<file path="config.mk">
export PLATFORM = sky130hd
export DESIGN_NAME = rf_wb_arbiter
export DESIGN_NICKNAME = d
export VERILOG_FILES = /design/src/rtl/rf_wb_arbiter_pkg.sv /design/src/rtl/rf_wb_arbiter_wb_fifo.sv /design/src/rtl/rf_wb_arbiter.sv
export SDC_FILE = /design/constraint.sdc
export NUM_CORES = 1
export LEC_CHECK = 0
export CORE_MARGIN = 4
export CORE_UTILIZATION = 49
export DETAILED_ROUTE_END_ITERATION = 12
export GPL_TIMING_DRIVEN = 0
export PLACE_DENSITY = 0.81
export REMOVE_ABC_BUFFERS = 1
export SETUP_SLACK_MARGIN = 0.5
export SLEW_MARGIN = 20
export SYNTH_ARGS = -nofsm -noshare
export SYNTH_HDL_FRONTEND = slang
export SYNTH_SLANG_ARGS = --single-unit
</file>
<file path="constraint.sdc">
create_clock -name clk -period 4.1 [get_ports clk]
set_input_delay 0.615 -clock clk [delete_from_list [all_inputs] [get_ports clk]]
set_output_delay 0.615 -clock clk [all_outputs]
set_load 0.1 [all_outputs]
</file>
<file path="src/rtl/rf_wb_arbiter_pkg.sv">
// Shared widths and the write-back entry type for rf_wb_arbiter.
// Widths match the register file: 5-bit index, 32-bit data.
package rf_wb_arbiter_pkg;

   localparam int REG_ADDR_W = 5;
   localparam int DATA_W     = 32;

   typedef struct packed {
      logic [REG_ADDR_W-1:0] wn;
      logic [DATA_W-1:0]     d;
   } wb_ent_t;

   function automatic logic reg_nz(input logic [REG_ADDR_W-1:0] r);
      return r != '0;
   endfunction

endpackage

</file>
<file path="src/rtl/rf_wb_arbiter_wb_fifo.sv">
// wb_fifo: synchronous DEPTH-entry queue of pending MDU write-backs.
// Push when full and pop when empty are ignored; pointers wrap mod DEPTH.
module wb_fifo
   import rf_wb_arbiter_pkg::*;
#(
   parameter int DEPTH = 4
) (
   input  logic                      clk,
   input  logic                      rst,
   input  logic                      push,
   input  wb_ent_t                   wdata,
   input  logic                      pop,
   output wb_ent_t                   rdata,
   output logic                      full,
   output logic                      empty,
   output logic [$clog2(DEPTH):0]    count
);

   localparam int AW = $clog2(DEPTH);

   wb_ent_t         mem_q [DEPTH];
   logic [AW-1:0]   wr_ptr_q, wr_ptr_d;
   logic [AW-1:0]   rd_ptr_q, rd_ptr_d;
   logic [AW:0]     cnt_q, cnt_d;
   logic            do_push, do_pop;

   assign full  = cnt_q == (AW+1)'(DEPTH);
   assign empty = cnt_q == '0;
   assign count = cnt_q;
   assign rdata = mem_q[rd_ptr_q];

   // Next pointers and occupancy; power-of-two depth makes wrap free.
   always_comb begin
      do_push  = push && !full;
      do_pop   = pop && !empty;
      wr_ptr_d = wr_ptr_q + AW'(do_push);
      rd_ptr_d = rd_ptr_q + AW'(do_pop);
      cnt_d    = cnt_q + (AW+1)'(do_push) - (AW+1)'(do_pop);
   end

   // Pointer and count state.
   always_ff @(posedge clk) begin
      if (rst) begin
         wr_ptr_q <= '0;
         rd_ptr_q <= '0;
         cnt_q    <= '0;
      end else begin
         wr_ptr_q <= wr_ptr_d;
         rd_ptr_q <= rd_ptr_d;
         cnt_q    <= cnt_d;
      end
   end

   // Storage; contents are don't-care while the slot is free.
   always_ff @(posedge clk) begin
      if (do_push) mem_q[wr_ptr_q] <= wdata;
   end

endmodule

</file>
<file path="src/rtl/rf_wb_arbiter.sv">
// rf_wb_arbiter: merges WB-stage and MDU writes into one RF write port.
// Define RF_WB_BYPASS_EN to let an MDU result skip an empty queue.
module rf_wb_arbiter
   import rf_wb_arbiter_pkg::*;
#(
   parameter int DEPTH = 4
) (
   input  logic                  clk,
   input  logic                  rst,
   input  logic                  pipe_we,
   input  logic [REG_ADDR_W-1:0] pipe_wn,
   input  logic [DATA_W-1:0]     pipe_d,
   input  logic                  issue_valid,
   input  logic [REG_ADDR_W-1:0] issue_wn,
   input  logic                  mdu_valid,
   input  logic [REG_ADDR_W-1:0] mdu_wn,
   input  logic [DATA_W-1:0]     mdu_d,
   output logic                  mdu_ready,
   output logic                  rf_we,
   output logic [REG_ADDR_W-1:0] rf_wn,
   output logic [DATA_W-1:0]     rf_d,
   input  logic [REG_ADDR_W-1:0] chk_rna,
   input  logic [REG_ADDR_W-1:0] chk_rnb,
   output logic                  busy_a,
   output logic                  busy_b
);

   localparam int CW = $clog2(DEPTH) + 1;

   wb_ent_t               q_head, q_wdata;
   logic                  q_push, q_pop;
   logic                  q_full, q_empty;
   logic [CW-1:0]         q_count;
   logic                  pipe_sel, mdu_ok, byp;
   logic                  rf_we_q, rf_we_d;
   logic [REG_ADDR_W-1:0] rf_wn_q, rf_wn_d;
   logic [DATA_W-1:0]     rf_d_q, rf_d_d;
   logic [31:0]           pend_q, pend_d;

   wb_fifo #(.DEPTH(DEPTH)) u_fifo (
      .clk   (clk),
      .rst   (rst),
      .push  (q_push),
      .wdata (q_wdata),
      .pop   (q_pop),
      .rdata (q_head),
      .full  (q_full),
      .empty (q_empty),
      .count (q_count)
   );

   assign mdu_ready = !q_full;
   assign q_wdata   = '{wn: mdu_wn, d: mdu_d};
   assign busy_a    = reg_nz(chk_rna) && pend_q[chk_rna];
   assign busy_b    = reg_nz(chk_rnb) && pend_q[chk_rnb];
   assign rf_we     = rf_we_q;
   assign rf_wn     = rf_wn_q;
   assign rf_d      = rf_d_q;

   // Pick the write source and update outstanding-MDU bookkeeping.
   always_comb begin
      pipe_sel = pipe_we && reg_nz(pipe_wn);
      mdu_ok   = mdu_valid && !q_full && reg_nz(mdu_wn);
`ifdef RF_WB_BYPASS_EN
      byp      = mdu_ok && q_empty && !pipe_sel;
`else
      byp      = 1'b0;
`endif
      q_pop    = !pipe_sel && !q_empty;
      q_push   = mdu_ok && !byp;
      rf_we_d  = 1'b0;
      rf_wn_d  = rf_wn_q;
      rf_d_d   = rf_d_q;
      pend_d   = pend_q;
      if (pipe_sel) begin
         rf_we_d = 1'b1;
         rf_wn_d = pipe_wn;
         rf_d_d  = pipe_d;
      end else if (q_pop) begin
         rf_we_d = 1'b1;
         rf_wn_d = q_head.wn;
         rf_d_d  = q_head.d;
         pend_d[q_head.wn] = 1'b0;
      end else if (byp) begin
         rf_we_d = 1'b1;
         rf_wn_d = mdu_wn;
         rf_d_d  = mdu_d;
         pend_d[mdu_wn] = 1'b0;
      end
      if (issue_valid && reg_nz(issue_wn))
         pend_d[issue_wn] = 1'b1;
      pend_d[0] = 1'b0;
   end

   // Registered RF write port and pending scoreboard.
   always_ff @(posedge clk) begin
      if (rst) begin
         rf_we_q <= 1'b0;
         rf_wn_q <= '0;
         rf_d_q  <= '0;
         pend_q  <= '0;
      end else begin
         rf_we_q <= rf_we_d;
         rf_wn_q <= rf_wn_d;
         rf_d_q  <= rf_d_d;
         pend_q  <= pend_d;
      end
   end

   // Queue flags must agree with its occupancy.
   always_ff @(posedge clk) begin
      if (!rst)
         assert (q_full == (q_count == CW'(DEPTH)) &&
                 q_empty == (q_count == '0));
   end

endmodule

</file>
==> metrics.yaml <==
status:
  status: "complete, no violations"
floorplan:
  ios: 135
  rows: 49
  die_area_um2: 21100
  core-area_um2: 18300
  start_util_pct: 50.6
  dieHeight_um: 145
  die_x_um: 145
cells_and_area:
  diodes: 0
  multi_input_area_um2: 3110
  stdcell_count: 1040
  final_common_cell: "edfxtp_1"
  final-seq-area_um2: 5970
  most-common-layout-cells: "148 x edfxtp_1, 129 x clkdlybuf4s50_1, 103 x nand2_1, 74 x dfxtp_1, 49 x nor2_1"
  fillers: 1325
  fin_nets: 893
  drive_gt1_share_pct: 14.5
  syn_to_final_growth_pct: 27.7
sta:
  drv_slew: 0
  fin_crit_sh_pct: 84.2
  max_slew_margin_pct: 31.0
  worstMarginPinSlew_ps: 1030
  skew_ps: 12.8
  min_period_ps: 3450
  hold_viol_final: 0
  fmaxAchievable_mhz: 290
  setup_viol: 0
  rsz0062_at_grt: "false"
flow_run:
  cap_violations: 0
power:
  seqPwrFrac_pct: 39.0
  p_sw_share_pct: 33.2
  irDropWorstVdd_uv: 458
  pwr-share-comb_pct: 29.5
  p_total_mw: 7.19
  clockPowerShare_pct: 31.5
  p_per_area_nw_per_um2: 608
  p_leak_nw: 3.92
  switchingPower_mw: 2.38
  internal_power_mw: 4.80
critical_path:
  r2r_end: "u_fifo.count[2]$_SDFF_PP0_"
  cp_slowest_cell: "clkdlybuf4s50_1"
  path_cells: "clkdlybuf4s50_1, mux4_2, a22o_1, a31oi_1, nand3_1, clkdlybuf4s15_2"
  reg2regPathDepth: 10
  start_kind: "primary input"
  critPathMaxStageDelay_ps: 700
  criticalPathCategory: "in2out"
  cp.arrival_ps: 2840
  worstSetupEndpointType: "primary output"
  worstPathRequired_ps: 3480
  crit_fanout: 7
  r2r-start: "u_fifo.count[1]$_SDFF_PP0_"
  r2r_slack_ps: 1460
clocking:
  clk_latency_ps: 510
  cts_buffers: 23
  htree_levels: 1
  cts_tree: "built"
  cts_setup_buffers: 0
  root_buffer: "clkbuf_16"
  cts_max_path_buffers: 3
  clock_sinks: 224
  clkTransAtPathRegs_ps: 60
logic_synthesis:
  synth_top_area_cell: "edfxtp_1"
  synth.distinct_cells: 44
  yosysTopAreaCellShare_pct: 48.0
  synth-edff-count: 148
  synthArstFlopShare_pct: 0
  syn-mean-instance-area_um2: 13.9
  netlist_area_um2: 9250
  synthCells: 664
  yosys_register_bits: 224
  synth_warnings: 0
  synth.area.top_cells: "edfxtp_1 48%, dfxtp_1 16%, mux4_2 12%, nand2_1 4.2%, a311oi_1 3.5%"
  synth-seq-area-share_pct: 64.5
  ys.flop_type: "edfxtp_1"
place:
  gp_congestion: 0.828
  io_buffer_count: 134
  dp.cells: 998
  dp_hpwl_um: 14500
route:
  viasPerCell: 5.92
  first_pass_iters: 5
  dr_wl_met2_um: 10700
  drt_wl_total_um: 21800
  drt_iter0_drc: 476
  drc: 0
  wl_met3_um: 1740
  wl_per_cell_um: 20.9
  drt-met1-wl_um: 8690
  routed.top_layer: "met4"
  ant_nets: 0
  num_vias: 6153
global_routing:
  grt_pass1_wl_um: 34300
  grt_overflow_total: 0
  antenna_found_initial: 0
  grt_usage_pct: 20.2
  grt_pass1_vias: 6292
  grt_max_degree: 46
hold_path:
  whs_path_depth: 2
  hp-start: "pend_q[10]$_SDFF_PP0_"
  min_to: "pend_q[10]$_SDFF_PP0_"
  hp-class: "reg2reg"
==> layer usage <==
layer  track usage, %  vias to the layer above
met5                0                        -
met2             34.1                      235
met1             25.9                     3043
met4             5.18                        0
met3             5.82                       40
li1                 -                     2835
==> critical path, delay by kind of cell <==
| kind | cells | cell delay, ps |
|---|---|---|
| and+or+nand+nor | 1 | 100 |
| AOI/OAI and AO/OA | 2 | 380 |
| muxes | 1 | 570 |
| buffers and inverters | 2 | 1170 |
==> through the flow <==
stage,instance area [µm²],util [%],hold WS [ps],setup slack [ps],TNS [ps]
floorplan,9050,-,449,-1690,-78460
global placement,10700,58.4,465,-4900,-362990
detailed placement,11000,60.1,471,-3.29,-3.29
CTS,11800,64.7,481,498,0
global route,11800,64.7,503,539,0
finish,11800,64.7,481,648,0
==> state kept, by name, indices dropped and copies added (netlist names) <==
name,flops
rf_wn,5
u_fifo.mem_q,148
rf_we,1
pend_q,31
rf_d,32
u_fifo.count,3
u_fifo.wr_ptr_q,2
u_fifo.rd_ptr_q,2
==> power by group through the flow <==
stage	clock (mW)	combinational [mW]	sequential [mW]
2_1_floorplan	0	0.837	3.37
3_3_place_gp	0	1.93	2.91
3_5_place_dp	0	2.13	2.84
4_1_cts	2.30	2.14	2.80
5_1_grt	2.40	2.25	2.83
6_report	2.26	2.12	2.80
==> worst max-delay path by stage <==
| stage | slack [ps] | startpoint | to |
|---|---|---|---|
| 4_1_cts | 500 | chk_rnb[0] | busy_b |
| 3_3_place_gp | -4900 | pipe_wn[3] | pend_q[2]$_SDFF_PP0_ |
| 2_1_floorplan | -1690 | pipe_wn[3] | rf_wn[0]$_SDFFE_PP0P_ |
| 6_report | 650 | chk_rnb[2] | busy_b |
| 3_5_place_dp | -3 | chk_rnb[0] | busy_b |
| 5_1_grt | 540 | chk_rnb[2] | busy_b |
==> cells in the mapped netlist (2+ instances only) <==
master / instances
o211ai_1: 4
a32oi_1: 2
and3_1: 2
nand3_1: 4
buf_1: 5
mux2i_1: 9
or3_1: 2
edfxtp_1: 148
a22o_1: 2
nand2_1: 103
inv_1: 5
mux4_2: 48
nor3b_1: 7
ha_1: 4
clkbuf_1: 31
nand2b_1: 3
o31ai_1: 29
nor2b_1: 7
or3b_1: 3
nor2_1: 51
a31oi_1: 2
nor3_1: 5
dfxtp_1: 76
nand3b_1: 5
xnor2_1: 3
a21oi_1: 35
a211oi_1: 3
buf_2: 9
buf_6: 2
mux2_2: 3
a311oi_1: 37
and3b_1: 3
==> logic make-up after synthesis <==
family | after synthesis | share of synthesized area (%)
xor gates and xnor gates | 4 | 0.379
adders and majority gates | 5 | 0.757
and+or+nand+nor | 200 | 9.64
DFF | 224 | 64.5
AOI/OAI and AO/OA | 119 | 9.33
muxes | 60 | 13.0
buffers and inverters | 52 | 2.39
==> cell type report <==
class                   count  share of cell area (%)
clock buffers              28                    5.03
well taps                 229                    2.42
clock inverters            14                    1.97
multi-input cells         388                    26.3
inverters                   5                   0.159
flip-flops and latches    224                    50.5
repair buffers            152                    13.6
==> what timing repair did <==
| action | 4_1_cts | 5_1_grt |
|---|---|---|
| hold buffers | 0 | 0 |
| gates resized for setup | 6 | 2 |
| setup endpoints to repair | 2 | 2 |
Power figures use the tool's default switching activity.
